[src/rtl/gray_updown_counter.sv]
// Up/down Gray-code counter with parallel Gray load, sticky overflow/underflow flags and a wrap strobe.
// Latency: an input sampled at rising edge N is visible on every output after edge N. All outputs are flops.
// Backpressure: none. The counter accepts a command on every clock, and reset aborts it asynchronously.
module gray_updown_counter #(
    parameter int unsigned WIDTH = 4
) (
    input  logic             clk_i,
    input  logic             reset_i,
    input  logic             en_i,
    input  logic             up_i,
    input  logic             load_i,
    input  logic [WIDTH-1:0] load_gray_i,
    input  logic             clear_flags_i,
    output logic [WIDTH-1:0] output_o,
    output logic [WIDTH-1:0] binary_o,
    output logic             overflow_o,
    output logic             underflow_o,
    output logic             wrap_o
);

    localparam logic [WIDTH-1:0] ONE   = WIDTH'(1);
    localparam logic [WIDTH-1:0] ZERO  = '0;
    localparam logic [WIDTH-1:0] MAX_V = '1;

    // Gray decode: each binary bit is the XOR of all Gray bits at or above it.
    function automatic logic [WIDTH-1:0] gray2bin(input logic [WIDTH-1:0] g);
        logic [WIDTH-1:0] b;
        b[WIDTH-1] = g[WIDTH-1];
        for (int i = int'(WIDTH) - 2; i >= 0; i--) begin
            b[i] = b[i+1] ^ g[i];
        end
        return b;
    endfunction

    function automatic logic [WIDTH-1:0] bin2gray(input logic [WIDTH-1:0] b);
        return b ^ (b >> 1);
    endfunction

    logic [WIDTH-1:0] bin_q, bin_d;
    logic [WIDTH-1:0] gry_q, gry_d;
    logic             ovf_q, ovf_d;
    logic             unf_q, unf_d;
    logic             wrp_q, wrp_d;

    // Next-state selection. Load beats count, and count beats hold. A flag set by a wrap beats the clear.
    always_comb begin
        bin_d = bin_q;
        ovf_d = ovf_q & ~clear_flags_i;
        unf_d = unf_q & ~clear_flags_i;
        wrp_d = 1'b0;
        if (load_i) begin
            bin_d = gray2bin(load_gray_i);
        end else if (en_i) begin
            if (up_i) begin
                bin_d = bin_q + ONE;
                if (bin_q == MAX_V) begin
                    ovf_d = 1'b1;
                    wrp_d = 1'b1;
                end
            end else begin
                bin_d = bin_q - ONE;
                if (bin_q == ZERO) begin
                    unf_d = 1'b1;
                    wrp_d = 1'b1;
                end
            end
        end
        // A load takes the Gray value verbatim. Otherwise the Gray value is re-encoded from the next binary count.
        gry_d = load_i ? load_gray_i : bin2gray(bin_d);
    end

    // State registers. Reset clears everything immediately and also kills any pending wrap pulse.
    always_ff @(posedge clk_i or posedge reset_i) begin
        if (reset_i) begin
            bin_q <= '0;
            gry_q <= '0;
            ovf_q <= 1'b0;
            unf_q <= 1'b0;
            wrp_q <= 1'b0;
        end else begin
            bin_q <= bin_d;
            gry_q <= gry_d;
            ovf_q <= ovf_d;
            unf_q <= unf_d;
            wrp_q <= wrp_d;
        end
    end

    assign output_o    = gry_q;
    assign binary_o    = bin_q;
    assign overflow_o  = ovf_q;
    assign underflow_o = unf_q;
    assign wrap_o      = wrp_q;

endmodule

[config.mk]
export PLATFORM = sky130hd
export DESIGN_NAME = gray_updown_counter
export DESIGN_NICKNAME = d
export VERILOG_FILES = /design/src/rtl/gray_updown_counter.sv
export SDC_FILE = /design/constraint.sdc
export NUM_CORES = 1
export LEC_CHECK = 0
export ABC_AREA = 1
export BUFFER_PORTS_ARGS = -buffer_cell sky130_fd_sc_hd__buf_4
export CORE_UTILIZATION = 43
export CTS_BUF_LIST = sky130_fd_sc_hd__clkbuf_16
export DETAILED_ROUTE_END_ITERATION = 7
export PLACE_DENSITY = 0.72
export SLEW_MARGIN = 20
export SYNTH_ARGS = -nofsm -noshare
export SYNTH_HDL_FRONTEND = slang
export SYNTH_SLANG_ARGS = --single-unit
[constraint.sdc]
create_clock -name clk_i -period 1.5 [get_ports clk_i]
set_clock_uncertainty 0.05 [all_clocks]
set_input_delay 0.15 -clock clk_i [delete_from_list [all_inputs] [get_ports clk_i]]
set_output_delay 0.15 -clock clk_i [all_outputs]
set_load 0.01 [all_outputs]
== Word-level counts from Yosys, hierarchy flattened ==
Cells that the tools add are included.
Widths: inputs -> output; s select.
Storage, ports and cells
  bits in registers: 11
  output and inout bits: 11
  logic and storage cells: 33
Cells by class
  $add $sub $neg: 2
  equal/unequal tests: 1
  muxes and demuxes: 17
  bitwise gates (word level): 7
  reduce and logical (&&, ||, !) cells: 1
Operator list (count)
  $mux 4: 4
  $mux 1: 13
  $add 4x1->4 const B: 1
  $eq 4x4->1 const B: 1
  $logic_not 4->1: 1
  $sub 4x1->4 const B: 1
  $xor 4x3->4: 1
  $xor 1x1->1: 3
  $and 1x1->1: 2
  $not 1->1: 1

== Depth between registers and ports, before layout ==
  depth in word-level cells: 6
  depth in mapped cells: 9
  mapped depth without buffers: 9

== Least setup slack after synthesis ==
Ideal clock, no wire load.
  path type: reg2reg
  start point: register bin_q[0], in the netlist binary_o[0]
  end point: register gry_q[2], in the netlist output_o[2]
  library setup time: 0.117 ns
  arrival time: 1.370 ns
  required time: 1.333 ns
  slack: -0.037 ns
  cell stages (with the launch flop): 9
  path buffers: 0
  period minus slack after synthesis: 1.537 ns
  path through: dfrtp_1 -> inv_1 -> fa_1 -> xor2_1 -> nand2_1 -> nand3_1 -> nand2_1 -> nand2_1 -> nand2_1
Between the ends
  word-level cells in the longest chain between the ends: 6
RTL lines
  start: declaration: line 39  | logic [WIDTH-1:0] bin_q, bin_d;
  start signal: assignment: line 81  | bin_q <= bin_d;
  $sub 4x1->4 or $add 4x1->4 (tied branches): line 61, 55
  $mux 4 (*): line 54  | if (up_i) begin
  $mux 4 (*): line 53  | end else if (en_i) begin
  $mux 4 (*): line 51  | if (load_i) begin
  $xor 4x3->4 (*): line 36  | return b ^ (b >> 1);
  $mux 4 (*): line 69  | gry_d = load_i ? load_gray_i : bin2gray(bin_d);
  net gry_d[2]: line 40  | logic [WIDTH-1:0] gry_q, gry_d;
  end signal: assignment: line 82  | gry_q <= gry_d;
  end: declaration: line 40
The timed path passes the listed nets; every way through them passes the cells marked *.

== Worst setup path in the final report ==
  start point: register bin_q[0], in the netlist binary_o[0]
  end point: register gry_q[1], in the netlist output_o[1]
Same word-level chain as after synthesis.

==> metrics <==
pin count of the biggest net entering global routing 11; drt via density 5.07; Starting Density between 40% and 50%; layout net count 127; Mapped Area roughly 640 sq um; worst vdd ir 0.000636 V; Placer Congestion 0.767; syn avg cell area 7.55 sq um; Achievable Freq 677 MHz; Area contributors post-synth dfrtp_1, nand2_1, nand3_1, inv_1, ha_1; vias in the first global route ~580; worst-path cell chain inv_2, fa_1, nand2_1, o21ai_2, inv_2, nor2_2, nand3_1, nand3_1; Post-Syn Nets 98; most frequent cells in the layout nand2_1, buf_4, inv_1, nand3_1, dfrtp_1; Pint about 0.00086 W; Crit Path Max Fanout 3; Setup Crit Path Kind reg2reg; total track usage between 20% and 30%; clk slew on worst S/H paths around 0.04 ns; TritonCTS buffer count 3; CP max stage cell fa_1; Max Cap Viol 0; clk sinks 10; switching part of the total between 30% and 40%; RSZ-0062 raised after global routing yes; share of total power in sequential cells 27.1%; Area Growth Syn to Fin 47.8%; # rows 13; worst-case clock buffer depth 2; family with the most delay on the worst path adder cells; Clock power frac about two fifths; highest metal used met4; worst-skew pair later-pin latency roughly 0.24 ns; Fin. Hold Viols 0; P per Cell Area 1300 nW/um^2; Yosys cell types 19; Seq/Total Area, Yosys 39.0%; Total Power 0.00124 W; yosys warns 0; met3 wire len 77 microns; num ports 21; Worst-Margin Slew just under 0.4 ns; layout cells sized above 1 38.1%; DP HPWL 1070 microns; sw power roughly 0.00037 W; WL/cell 12.4 microns; CTS tree done; Combinational Power Share 34.3%; DRC viols 0; htree depth 1; final slew viol count 0; Via Count between 600 and 700; Final setup viols 0; Yosys top cell area share 39.0%; DRT met1 WL ~670 microns; post-synthesis cell count 85; status finished, final reports clean; grt total ovfl 0; finished layout cell area roughly 950 sq um; die height approximately 40 microns; Die Area roughly 1700 sq um; Critical Path RT around 1.6 ns; Synth area leader dfrtp_1; total iterations of the first detailed-routing run 4; Static Leak about 0.52 nW; final wirelength between 1500 and 2000 microns; Rel. slew slack about three quarters; die width a little over 40 microns; Post-DP Area 806 sq um; crit path DAT approximately 1.6 ns; core area 1350 sq um; CP max stage delay 0.50 ns; Hold WS between 0.1 and 0.15 ns; Final ANT Viol Nets 0; crit path capture type flip-flop; Root Buffer clkbuf_16; antenna cells 0; Bufs and invs on worst path 2; CP startpoint kind flip-flop; drt initial violations 8; part of the cycle the worst path needs 98.5%; HP Class in2reg; Period minus WS final about 1.5 ns; Synth Register Bits 10; # port buffers 20; wire length of the first global-routing pass 2420 microns; initial antenna violation count 0; WL met2 just over 800 microns
-- metrics by stage --
step / TNS, ns / setup slack [ns] / cells / utilization (%)
floorplan: 0 / 0.0142 / 85 / -
global placement: 0 / 0.0134 / 120 / 59.7
detailed placement: 0 / 0.00767 / 120 / 59.7
CTS: -0.00542 / -0.00542 / 126 / 67.2
global route: -0.156 / -0.0628 / 128 / 70.3
finish: 0 / 0.0220 / 128 / 70.3
-- power by group through the flow --
stage / Sequential [W] / Clock [W] / Combinational, W
finish: 0.000334 / 0.000477 / 0.000424
global route: 0.000339 / 0.000498 / 0.000470
CTS: 0.000332 / 0.000474 / 0.000388
detailed placement: 0.000333 / 0 / 0.000362
floorplan: 0.000364 / 0 / 0.000188
global placement: 0.000333 / 0 / 0.000354
-- layout make-up --
cell class	count	area (sq um)
Inverter	12	47.5
Fill cell	111	402
Clock inverter	1	3.75
Multi-Input combinational cell	60	345
Tap cell	15	18.8
Sequential cell	10	253
Timing Repair Buffer	27	205
Clock buffer	3	75.1
-- Yosys cell counts (all sizes together) --
library cell,number
inv,12
a21oi,2
nand3,11
fa,1
o21ai,4
ha,2
buf,3
dfrtp,10
xnor2,2
xor2,2
nand2,29
nand4,2
nor2,5
-- per-layer routing --
metal / vias up / global-route usage (%)
met1: 306 / 25.4
li1: 321 / -
met5: - / 0
met2: 20 / 40.9
met3: 2 / 5.43
met4: 0 / 11.7
-- path summary, 6_finish.rpt --
kind                               start          end  slack [ns]  depth (start not counted)
max in group asynchronous        reset_i  binary_o[1]        0.67                          3
min in group asynchronous        reset_i  binary_o[3]        0.42                          3
min                        clear_flags_i  underflow_o        0.11                          4
max                          binary_o[0]  output_o[1]        0.02                          8
min reg2reg                   overflow_o   overflow_o        0.43                          2
max reg2reg                  binary_o[0]  output_o[1]        0.02                          8
-- registers in the layout, summed over array words and instances, names as in the netlist --
register / flops
binary_o: 4
underflow_o: 1
wrap_o: 1
output_o: 3
overflow_o: 1
-- cell families (layout without fill, tap and decap cells) --
logic type	after synthesis	in the layout	synth area share, %
compound gates	6	6	5.26
xor+xnor	4	4	5.46
fa+ha+maj	3	3	7.02
buf+inv	15	43	12.1
flops	10	10	39.0
simple gates	47	47	31.2
-- worst register-to-register path, stage by stage (launching register included) --
cell and delay [ns]:
dfrtp_2 0.35, inv_2 0.05, fa_1 0.50, nand2_1 0.06, o21ai_2 0.08, inv_2 0.07, nor2_2 0.10, nand3_1 0.07
nand3_1 0.08
-- repair_timing --
item | CTS | global route
setup endpoints to repair | 2 | 6
hold buffers | 1 | 0
pin swaps | 3 | 4
setup buffers | 1 | 2
resized for setup | 2 | 5
endpoints found under the hold margin | 10 | 0
No activity file was read; power rests on OpenSTA's default activity.
